`config.mk`:
```
export PLATFORM = sky130hd
export DESIGN_NAME = wb_stage
export DESIGN_NICKNAME = d
export VERILOG_FILES = /design/src/rtl/pipeline_pkg.sv /design/src/rtl/load_align.sv /design/src/rtl/wb_stage.sv
export SDC_FILE = /design/constraint.sdc
export NUM_CORES = 1
export LEC_CHECK = 0
export ABC_AREA = 1
export CAP_MARGIN = 20
export CORE_MARGIN = 3
export CORE_UTILIZATION = 42
export CTS_CLUSTER_DIAMETER = 120
export DETAILED_ROUTE_END_ITERATION = 8
export GPL_ROUTABILITY_DRIVEN = 0
export PLACE_DENSITY = 0.78
export REMOVE_ABC_BUFFERS = 1
export SYNTH_ARGS = -nofsm -noshare
export SYNTH_HDL_FRONTEND = slang
export SYNTH_SLANG_ARGS = --single-unit
```
`constraint.sdc`:
```
create_clock -name clock -period 2.3 [get_ports clock]
set_input_delay 0.46 -clock clock [delete_from_list [all_inputs] [get_ports clock]]
set_output_delay 0.46 -clock clock [all_outputs]
set_load 0.02 [all_outputs]
```
`src/rtl/pipeline_pkg.sv`:
```
// ---------------------------------------------------------------------------
// pipeline_pkg
// Shared definitions for the 5-stage pipeline back end:
//   - load-type encodings carried from decode to write-back (LT_LW..LT_LHU)
//   - write-back FSM state encodings
//   - REG_ZERO, the hard-wired zero register index
//   - sign/zero extension helpers used by load alignment
// No ports (package).
// ---------------------------------------------------------------------------
package pipeline_pkg;

  // Load-type field as decoded; unlisted codes behave as a full-word load.
  typedef enum logic [2:0] {
    LT_LW  = 3'd0,
    LT_LB  = 3'd1,
    LT_LBU = 3'd2,
    LT_LH  = 3'd3,
    LT_LHU = 3'd4
  } load_type_e;

  // Write-back register-file port sequencing.
  typedef enum logic [1:0] {
    ST_IDLE  = 2'd0,
    ST_WRITE = 2'd1,
    ST_HOLD  = 2'd2
  } wb_state_e;

  // Register r0 reads as zero and is never written.
  localparam logic [4:0] REG_ZERO = 5'd0;

  // Widen a byte to a word; sign_en selects sign vs zero extension.
  function automatic logic [31:0] extend_byte(input logic [7:0] b, input logic sign_en);
    extend_byte = {{24{sign_en & b[7]}}, b};
  endfunction

  // Widen a halfword to a word; sign_en selects sign vs zero extension.
  function automatic logic [31:0] extend_half(input logic [15:0] h, input logic sign_en);
    extend_half = {{16{sign_en & h[15]}}, h};
  endfunction

endpackage

```
`src/rtl/load_align.sv`:
```
// ---------------------------------------------------------------------------
// load_align
// Combinational sub-word load extraction: selects the addressed byte or
// halfword from a raw memory word and sign/zero extends it. Also flags a
// halfword load whose address is odd. Shared by the MEM and WB stages.
// Ports:
//   load_type   in  3   load-type code (LT_* in pipeline_pkg)
//   byte_offset in  2   address bits [1:0]
//   mem_data    in  32  raw word from data memory
//   load_data   out 32  aligned, extended load value
//   misaligned  out 1   LH/LHU with byte_offset[0]=1
// ---------------------------------------------------------------------------
module load_align
  import pipeline_pkg::*;
#(
  parameter bit BIG_ENDIAN = 1'b1
) (
  input  logic [2:0]  load_type,
  input  logic [1:0]  byte_offset,
  input  logic [31:0] mem_data,
  output logic [31:0] load_data,
  output logic        misaligned
);

  logic [1:0]  lane_s;
  logic [7:0]  byte_s;
  logic [15:0] half_s;

  // Byte and halfword lane selection from the address offset.
  always_comb begin
    // lane_s counts from the most significant byte; little-endian offset k
    // lives in the lane counted 3-k from the top.
    if (BIG_ENDIAN) begin
      lane_s = byte_offset;
    end else begin
      lane_s = 2'd3 - byte_offset;
    end

    case (lane_s)
      2'd0:    byte_s = mem_data[31:24];
      2'd1:    byte_s = mem_data[23:16];
      2'd2:    byte_s = mem_data[15:8];
      default: byte_s = mem_data[7:0];
    endcase

    // Halfword select ignores offset bit 0; an odd offset is only flagged.
    if (byte_offset[1] == BIG_ENDIAN) begin
      half_s = mem_data[15:0];
    end else begin
      half_s = mem_data[31:16];
    end
  end

  // Extension per load type plus the misalignment flag.
  always_comb begin
    case (load_type)
      LT_LB:   load_data = extend_byte(byte_s, 1'b1);
      LT_LBU:  load_data = extend_byte(byte_s, 1'b0);
      LT_LH:   load_data = extend_half(half_s, 1'b1);
      LT_LHU:  load_data = extend_half(half_s, 1'b0);
      default: load_data = mem_data;
    endcase

    if ((load_type == LT_LH) || (load_type == LT_LHU)) begin
      misaligned = byte_offset[0];
    end else begin
      misaligned = 1'b0;
    end
  end

endmodule

```
`src/rtl/wb_stage.sv`:
```
// ---------------------------------------------------------------------------
// wb_stage
// Write-back stage: MEM/WB pipeline register, result select (ALU vs aligned
// load data), register-file write port sequencing, decode bypass hits and a
// retired-instruction counter.
// Ports:
//   clock, reset              rising-edge clock, async active-high reset
//   stall                     hold MEM/WB contents
//   flush                     invalidate the entry at the next edge
//   in_valid .. in_memData    MEM-stage instruction fields
//   readRegister1/2           decode read indices for bypass compare
//   regWrite/writeRegister/writeData   register-file write port
//   bypassA/bypassB           writeData supersedes readData1/readData2
//   misaligned                registered odd-address halfword load flag
//   retireCount               retired-instruction count (wraps)
// ---------------------------------------------------------------------------
module wb_stage
  import pipeline_pkg::*;
#(
  parameter int REG_ADDR_WIDTH = 5,
  parameter int COUNT_WIDTH    = 32,
  parameter bit BIG_ENDIAN     = 1'b1
) (
  input  logic                      clock,
  input  logic                      reset,
  input  logic                      stall,
  input  logic                      flush,
  input  logic                      in_valid,
  input  logic                      in_regWrite,
  input  logic                      in_memToReg,
  input  logic [2:0]                in_loadType,
  input  logic [1:0]                in_byteOffset,
  input  logic [REG_ADDR_WIDTH-1:0] in_writeRegister,
  input  logic [31:0]               in_aluResult,
  input  logic [31:0]               in_memData,
  input  logic [REG_ADDR_WIDTH-1:0] readRegister1,
  input  logic [REG_ADDR_WIDTH-1:0] readRegister2,
  output logic                      regWrite,
  output logic [REG_ADDR_WIDTH-1:0] writeRegister,
  output logic [31:0]               writeData,
  output logic                      bypassA,
  output logic                      bypassB,
  output logic                      misaligned,
  output logic [COUNT_WIDTH-1:0]    retireCount
);

  localparam logic [REG_ADDR_WIDTH-1:0] ZERO_IDX = REG_ADDR_WIDTH'(REG_ZERO);

  logic [31:0]               load_data_s;
  logic                      load_mis_s;
  logic [31:0]               wdata_s;
  logic                      cap_valid_s;
  logic                      cap_write_s;
  wb_state_e                 state_r;
  wb_state_e                 state_s;
  logic                      valid_r;
  logic [REG_ADDR_WIDTH-1:0] wreg_r;
  logic [31:0]               wdata_r;
  logic                      mis_r;
  logic [COUNT_WIDTH-1:0]    count_r;

  load_align #(
    .BIG_ENDIAN (BIG_ENDIAN)
  ) u_load_align (
    .load_type   (in_loadType),
    .byte_offset (in_byteOffset),
    .mem_data    (in_memData),
    .load_data   (load_data_s),
    .misaligned  (load_mis_s)
  );

  // Result select and qualification of the entry offered for capture.
  always_comb begin
    if (in_memToReg) begin
      wdata_s = load_data_s;
    end else begin
      wdata_s = in_aluResult;
    end
    cap_valid_s = in_valid & ~flush;
    cap_write_s = cap_valid_s & in_regWrite & (in_writeRegister != ZERO_IDX);
  end

  // Write FSM next state: WRITE lasts one cycle, a stall parks it in HOLD.
  always_comb begin
    state_s = state_r;
    case (state_r)
      ST_IDLE, ST_HOLD: begin
        if (stall) begin
          state_s = state_r;
        end else if (cap_write_s) begin
          state_s = ST_WRITE;
        end else begin
          state_s = ST_IDLE;
        end
      end
      ST_WRITE: begin
        if (stall) begin
          state_s = ST_HOLD;
        end else if (cap_write_s) begin
          state_s = ST_WRITE;
        end else begin
          state_s = ST_IDLE;
        end
      end
      default: state_s = ST_IDLE;
    endcase
  end

  // Write FSM state register.
  always_ff @(posedge clock or posedge reset) begin
    if (reset) begin
      state_r <= ST_IDLE;
    end else begin
      state_r <= state_s;
    end
  end

  // MEM/WB register: capture when not stalled; flush alone clears valid while stalled.
  always_ff @(posedge clock or posedge reset) begin
    if (reset) begin
      valid_r <= 1'b0;
      wreg_r  <= '0;
      wdata_r <= 32'd0;
      mis_r   <= 1'b0;
    end else if (!stall) begin
      valid_r <= cap_valid_s;
      wreg_r  <= in_writeRegister;
      wdata_r <= wdata_s;
      mis_r   <= load_mis_s & in_memToReg & cap_valid_s;
    end else if (flush) begin
      valid_r <= 1'b0;
    end
  end

  // Retire counter: each valid entry counts once, when it is captured.
  always_ff @(posedge clock or posedge reset) begin
    if (reset) begin
      count_r <= '0;
    end else if (!stall && cap_valid_s) begin
      count_r <= count_r + COUNT_WIDTH'(1);
    end
  end

  // A WRITE state always holds a valid entry; gating on valid_r keeps the
  // strobe off even if the state register were ever corrupted.
  assign regWrite      = (state_r == ST_WRITE) & valid_r;
  assign writeRegister = wreg_r;
  assign writeData     = wdata_r;
  assign misaligned    = mis_r;
  assign retireCount   = count_r;

  assign bypassA = regWrite & (wreg_r == readRegister1) & (readRegister1 != ZERO_IDX);
  assign bypassB = regWrite & (wreg_r == readRegister2) & (readRegister2 != ZERO_IDX);

endmodule

```
Word level (Yosys, flattened, before mapping) --
Cells that the tools add are included.
Word-level totals: flip-flop bits (word level) 73, output and inout port bits 73, word-level logic and storage cells 50
Cells by class: bitwise gates (word level) 11, multiplexer cells 11, equality and inequality tests 12, reduce and logical (&&, ||, !) cells 9, $add $sub $neg 1
Operators by type and width (number):
- $pmux W32 S4 | 1
- $add A32 B1 Y32 const B | 1
- $mux W32 | 1
- $pmux W8 S3 | 1
- $mux W16 | 1
- $reduce_bool A5 Y1 | 3
- $and A1 B1 Y1 | 10
- $eq A5 B5 Y1 | 2
- $eq A3 B2 Y1 const B | 2
- $eq A2 B1 Y1 const B | 2
- $eq A2 B2 Y1 const B | 2
- $logic_not A2 Y1 | 2
- $mux W1 | 4
- $mux W2 | 2
- $pmux W2 S2 | 1
- $eq A3 B1 Y1 const B | 1
- $eq A3 B3 Y1 const B | 1
- $ne A2 B1 Y1 const B | 1
- $ne A2 B2 Y1 const B | 1
- $reduce_or A2 Y1 | 1
- $logic_and A1 B1 Y1 | 1
- $logic_not A1 Y1 | 1
- $logic_or A1 B1 Y1 | 1
- $not A1 Y1 | 1

Longest topological paths before layout --
depth in word-level cells 7, mapped depth 10, depth with buffers taken out 10

Hierarchy --
From an unflattened synthesis, not the netlist that was laid out.
Second synthesis, totals: cells, all modules 700, area, all modules 4981.0 µm²
Modules (own cells, without submodules):
- wb_stage | times used 1, sequential area each 1826.8 µm², area an instance 3829.9 µm², cells each 497
- load_align | times used 1, sequential area each 0.0 µm², area an instance 1151.1 µm², cells each 203

Worst setup path after synthesis --
Ideal clock, no wire load.
kind register to output, from register state_r[0], to output bypassB, path buffers 0, path slack 257 ps, cell stages (with the launch flop) 5, data arrival time 1583 ps, required time 1840 ps, cell sequence dfrtp_1 > nand2_1 > nor2_1 > nand2_1 > nor4_1
On the way: cells in the longest elaborated chain, start to end 4
Ends and longest elaborated chain:
- start: declaration | RTL line wb_stage.sv:54 | wb_state_e state_r;
- start signal: assignment | RTL line wb_stage.sv:114 | state_r <= state_s;
- $eq A2 B1 Y1 | RTL line wb_stage.sv:146 | assign regWrite = (state_r == ST_WRITE) & valid_r;
- $and A1 B1 Y1 | RTL line wb_stage.sv:146
- net regWrite | RTL line wb_stage.sv:38 | output logic regWrite,
- $and A1 B1 Y1 (2 in series) | RTL line wb_stage.sv:153 | assign bypassB = regWrite & (wreg_r == readRegister2) & (readRegister2 != ZERO_IDX);
- end: declaration | RTL line wb_stage.sv:42 | output logic bypassB,
The timed path passes the listed nets, and every way through them passes these cells.

Worst setup path after layout --
from input readRegister2[0], to output bypassB
On the way: cells in the longest elaborated chain, start to end 3
Ends and longest elaborated chain:
- start: declaration | RTL line wb_stage.sv:37 | input logic [REG_ADDR_WIDTH-1:0] readRegister2,
- $eq A5 B5 Y1 | RTL line wb_stage.sv:153
- $and A1 B1 Y1 | RTL line wb_stage.sv:153
- $and A1 B1 Y1 (*) | RTL line wb_stage.sv:153
Mark *: on every way between the ends. The rest lies on a longest branch, timed or not.

==> results_dict.tcl <==
set metrics [dict create \
    clk_path_buf_depth 2 \
    grt_setup_unrepaired "false" \
    ys_types 34 \
    status "complete, no violations" \
    min_path_type "reg -> reg" \
    crit_path_start_kind "primary input" \
    dp_hpwl_um 10800 \
    syn_area_um2 4787 \
    fmax_ghz 0.4709 \
    grt_start_max_net_pins 74 \
    nets 977 \
    critPathCapture "bypassB" \
    finalCriticalPeriod_ns 2.124 \
    clock_latency_ns 0.33 \
    crit_required_ns 1.84 \
    start_util_pct 43.59 \
    cts_inserted_buffers 9 \
    finalNonFillerCells 1031 \
    drt-total-wl_um 14520 \
    die_h_um 112.8 \
    leakagePower_nw 3.256 \
    yosysSeqAreaShare_pct 38.16 \
    dr.pass1.iters 6 \
    antenna_found_initial 1 \
    slew_headroom_pct 55.12 \
    synth_top_family_by_area "simple AND/OR/NAND/NOR gates" \
    layout-drive-gt1-share_pct 7.865 \
    synth_top_cell_area_share_pct 38.16 \
    skew_ns 0.007042 \
    final_cell_mix "280 x nand2_1, 159 x clkdlybuf4s50_1, 136 x nor2_1" \
    synthMuxAreaShare_pct 0 \
    io_buffers 163 \
    irDropWorstVdd_uv 586.9 \
    fp-row-count 38 \
    grt_use_met1_pct 31.11 \
    synthCells 723 \
    grtUsageMet3_pct 4.866 \
    grt_pass1_vias 4720 \
    cts_tree "done" \
    worstPathArrival_ns 1.66 \
    synth_xor_area_share_pct 4.025 \
    synth_area_per_cell_um2 6.621 \
    clockRootBuffer "clkbuf_16" \
    r2r_cells 8 \
    ant_nets 0 \
    grt.busiest_layer "met2" \
    dp.cells 1014 \
    drt_drc_violations_left 0 \
    p_per_area_nw_per_um2 603.6 \
    maxCapViolCount 0 \
    drtIter0Drc 389 \
    grt_use_met2_pct 35.43 \
    vias 5080 \
    fin_crit_sh_pct 92.33 \
    yosysWarnings 0 \
    worstPathMaxFanout 1 \
    r2r_start "retireCount[1]" \
    tightest_slew_ns 0.6732 \
    ios 164 \
    end_kind "output pin" \
    crit_start "readRegister2[0]" \
    grt_first_pass_wirelength_um 23590 \
    grtUsageTotal_pct 22.70 \
    avgViaCountPerCell 4.927 \
    cts_hold_buffers 0 \
    die-area_um2 12710 \
    whs_path_depth 2 \
    fp.dieW_um 112.8 \
    synth-simple-area-share_pct 46.29 \
    post-cts-setup-buffer-count 0 \
    r2r_end "retireCount[24]" \
    yosysTopAreaCell "dfrtp_1" \
    core_area_um2 10980 \
    timing.setup.tns_ns 0 \
    synth_seq_cells 73 \
    finalHoldViolations 0 \
    synth_adder_area_share_pct 0.2614 \
    crit_type "in -> out" \
    r2r_setup_slack_ns 0.62 \
    syn_to_final_growth_pct 44.41 \
    clkSinkCount 73 \
    mostFrequentLayoutCell "nand2_1" \
    n_fill_cell 988 \
    htreeDepth 3 \
    synth_compound_area_share_pct 5.776 \
    finalSetupViolCount 0 \
    synth_area_leaders "dfrtp_1 38%, nand2_1 22%, nor2_1 11%, nand3_1 6.4%, xor2_1 3.1%" \
    slew_violations 0 \
    routedWlPerCell_um 14.08 \
    clk_pin_slew_ns 0.06 \
    gr-total-overflow 0 \
]
## power by group
group          internal [W]  switching, W
clock network      0.000984      0.000567
registers           0.00141      0.000108
logic              0.000524      0.000582
total               0.00291       0.00126
## worst max-delay path, cell delays in order
cell             delay [ns]
clkdlybuf4s50_1        0.47
xnor2_1                0.11
nand2_1                0.06
nor4_1                 0.33
clkbuf_2               0.23
## layout make-up
cell class / count / area, um^2 / share of cell area (%)
antenna: 1 / 2.502 / 0.03620
tap: 140 / 175.2 / 2.534
multi-input combinational: 591 / 2700 / 39.06
clock buffer: 10 / 239.0 / 3.457
sequential: 73 / 1827 / 26.43
timing repair buffer: 177 / 1754 / 25.38
clock inverter: 6 / 90.09 / 1.303
inverter: 33 / 125.1 / 1.810
## synth_stat cells (all sizes together)
cell	number
o21ai	32
nand3	63
o211ai	1
and2	1
nor2	142
clkinv	1
nor4	2
a31oi	1
nor3	6
nand3b	11
nand2	283
inv	32
clkbuf	14
nand4	3
ha	1
o22ai	1
dfrtp	73
xnor2	5
xor2	17
or2	11
buf	12
a21oi	11
## sequential cells by signal, indices dropped and copies added (netlist names)
name	cells
misaligned	1
retireCount	32
state_r	2
valid_r	1
writeData	32
writeRegister	5
## cells by family (layout without fill, tap and decap cells)
group,after synthesis,after routing
xor+xnor,22,22
simple gates,522,522
buf+inv,59,226
compound gates,46,46
fa+ha+maj,1,1
flops,73,73
other cells,0,1
## through the flow
stage | setup slack (ns) | utilization, % | hold slack (ns) | cell area, um^2 | power [W]
floorplan | -0.01327 | - | 0.4542 | 4649 | 0.002044
global placement | -0.2689 | 59.99 | 0.4613 | 6589 | 0.002622
detailed placement | -0.2721 | 59.99 | 0.4639 | 6589 | 0.002637
CTS | 0.02424 | 62.96 | 0.4803 | 6915 | 0.004206
global route | 0.08144 | 62.94 | 0.4874 | 6913 | 0.004363
finish | 0.1763 | 62.94 | 0.4736 | 6913 | 0.004172
## worst min path at each step
| stage | start | endpoint | slack [ns] |
|---|---|---|---|
| 5_1_grt | writeData[16] | writeData[16] | 0.49 |
| 4_1_cts | writeData[1] | writeData[1] | 0.48 |
| 3_3_place_gp | writeData[19] | writeData[19] | 0.46 |
| 2_1_floorplan | state_r[0] | state_r[1] | 0.45 |
| 6_report | writeData[1] | writeData[1] | 0.47 |
| 3_5_place_dp | writeData[1] | writeData[1] | 0.46 |
## what timing repair did
action	in CTS	in global routing
resized for setup	2	7
endpoints found under the setup margin	2	2
cloned	0	0
## per-layer routing
metal / vias to the layer above / routed length, um
li1: 2597 / -
met1: 2269 / 6483
met2: 184 / 6650
met3: 30 / 998
met4: 0 / 384
met5: - / 0
Note: power is estimated with default switching activity, not from simulation.
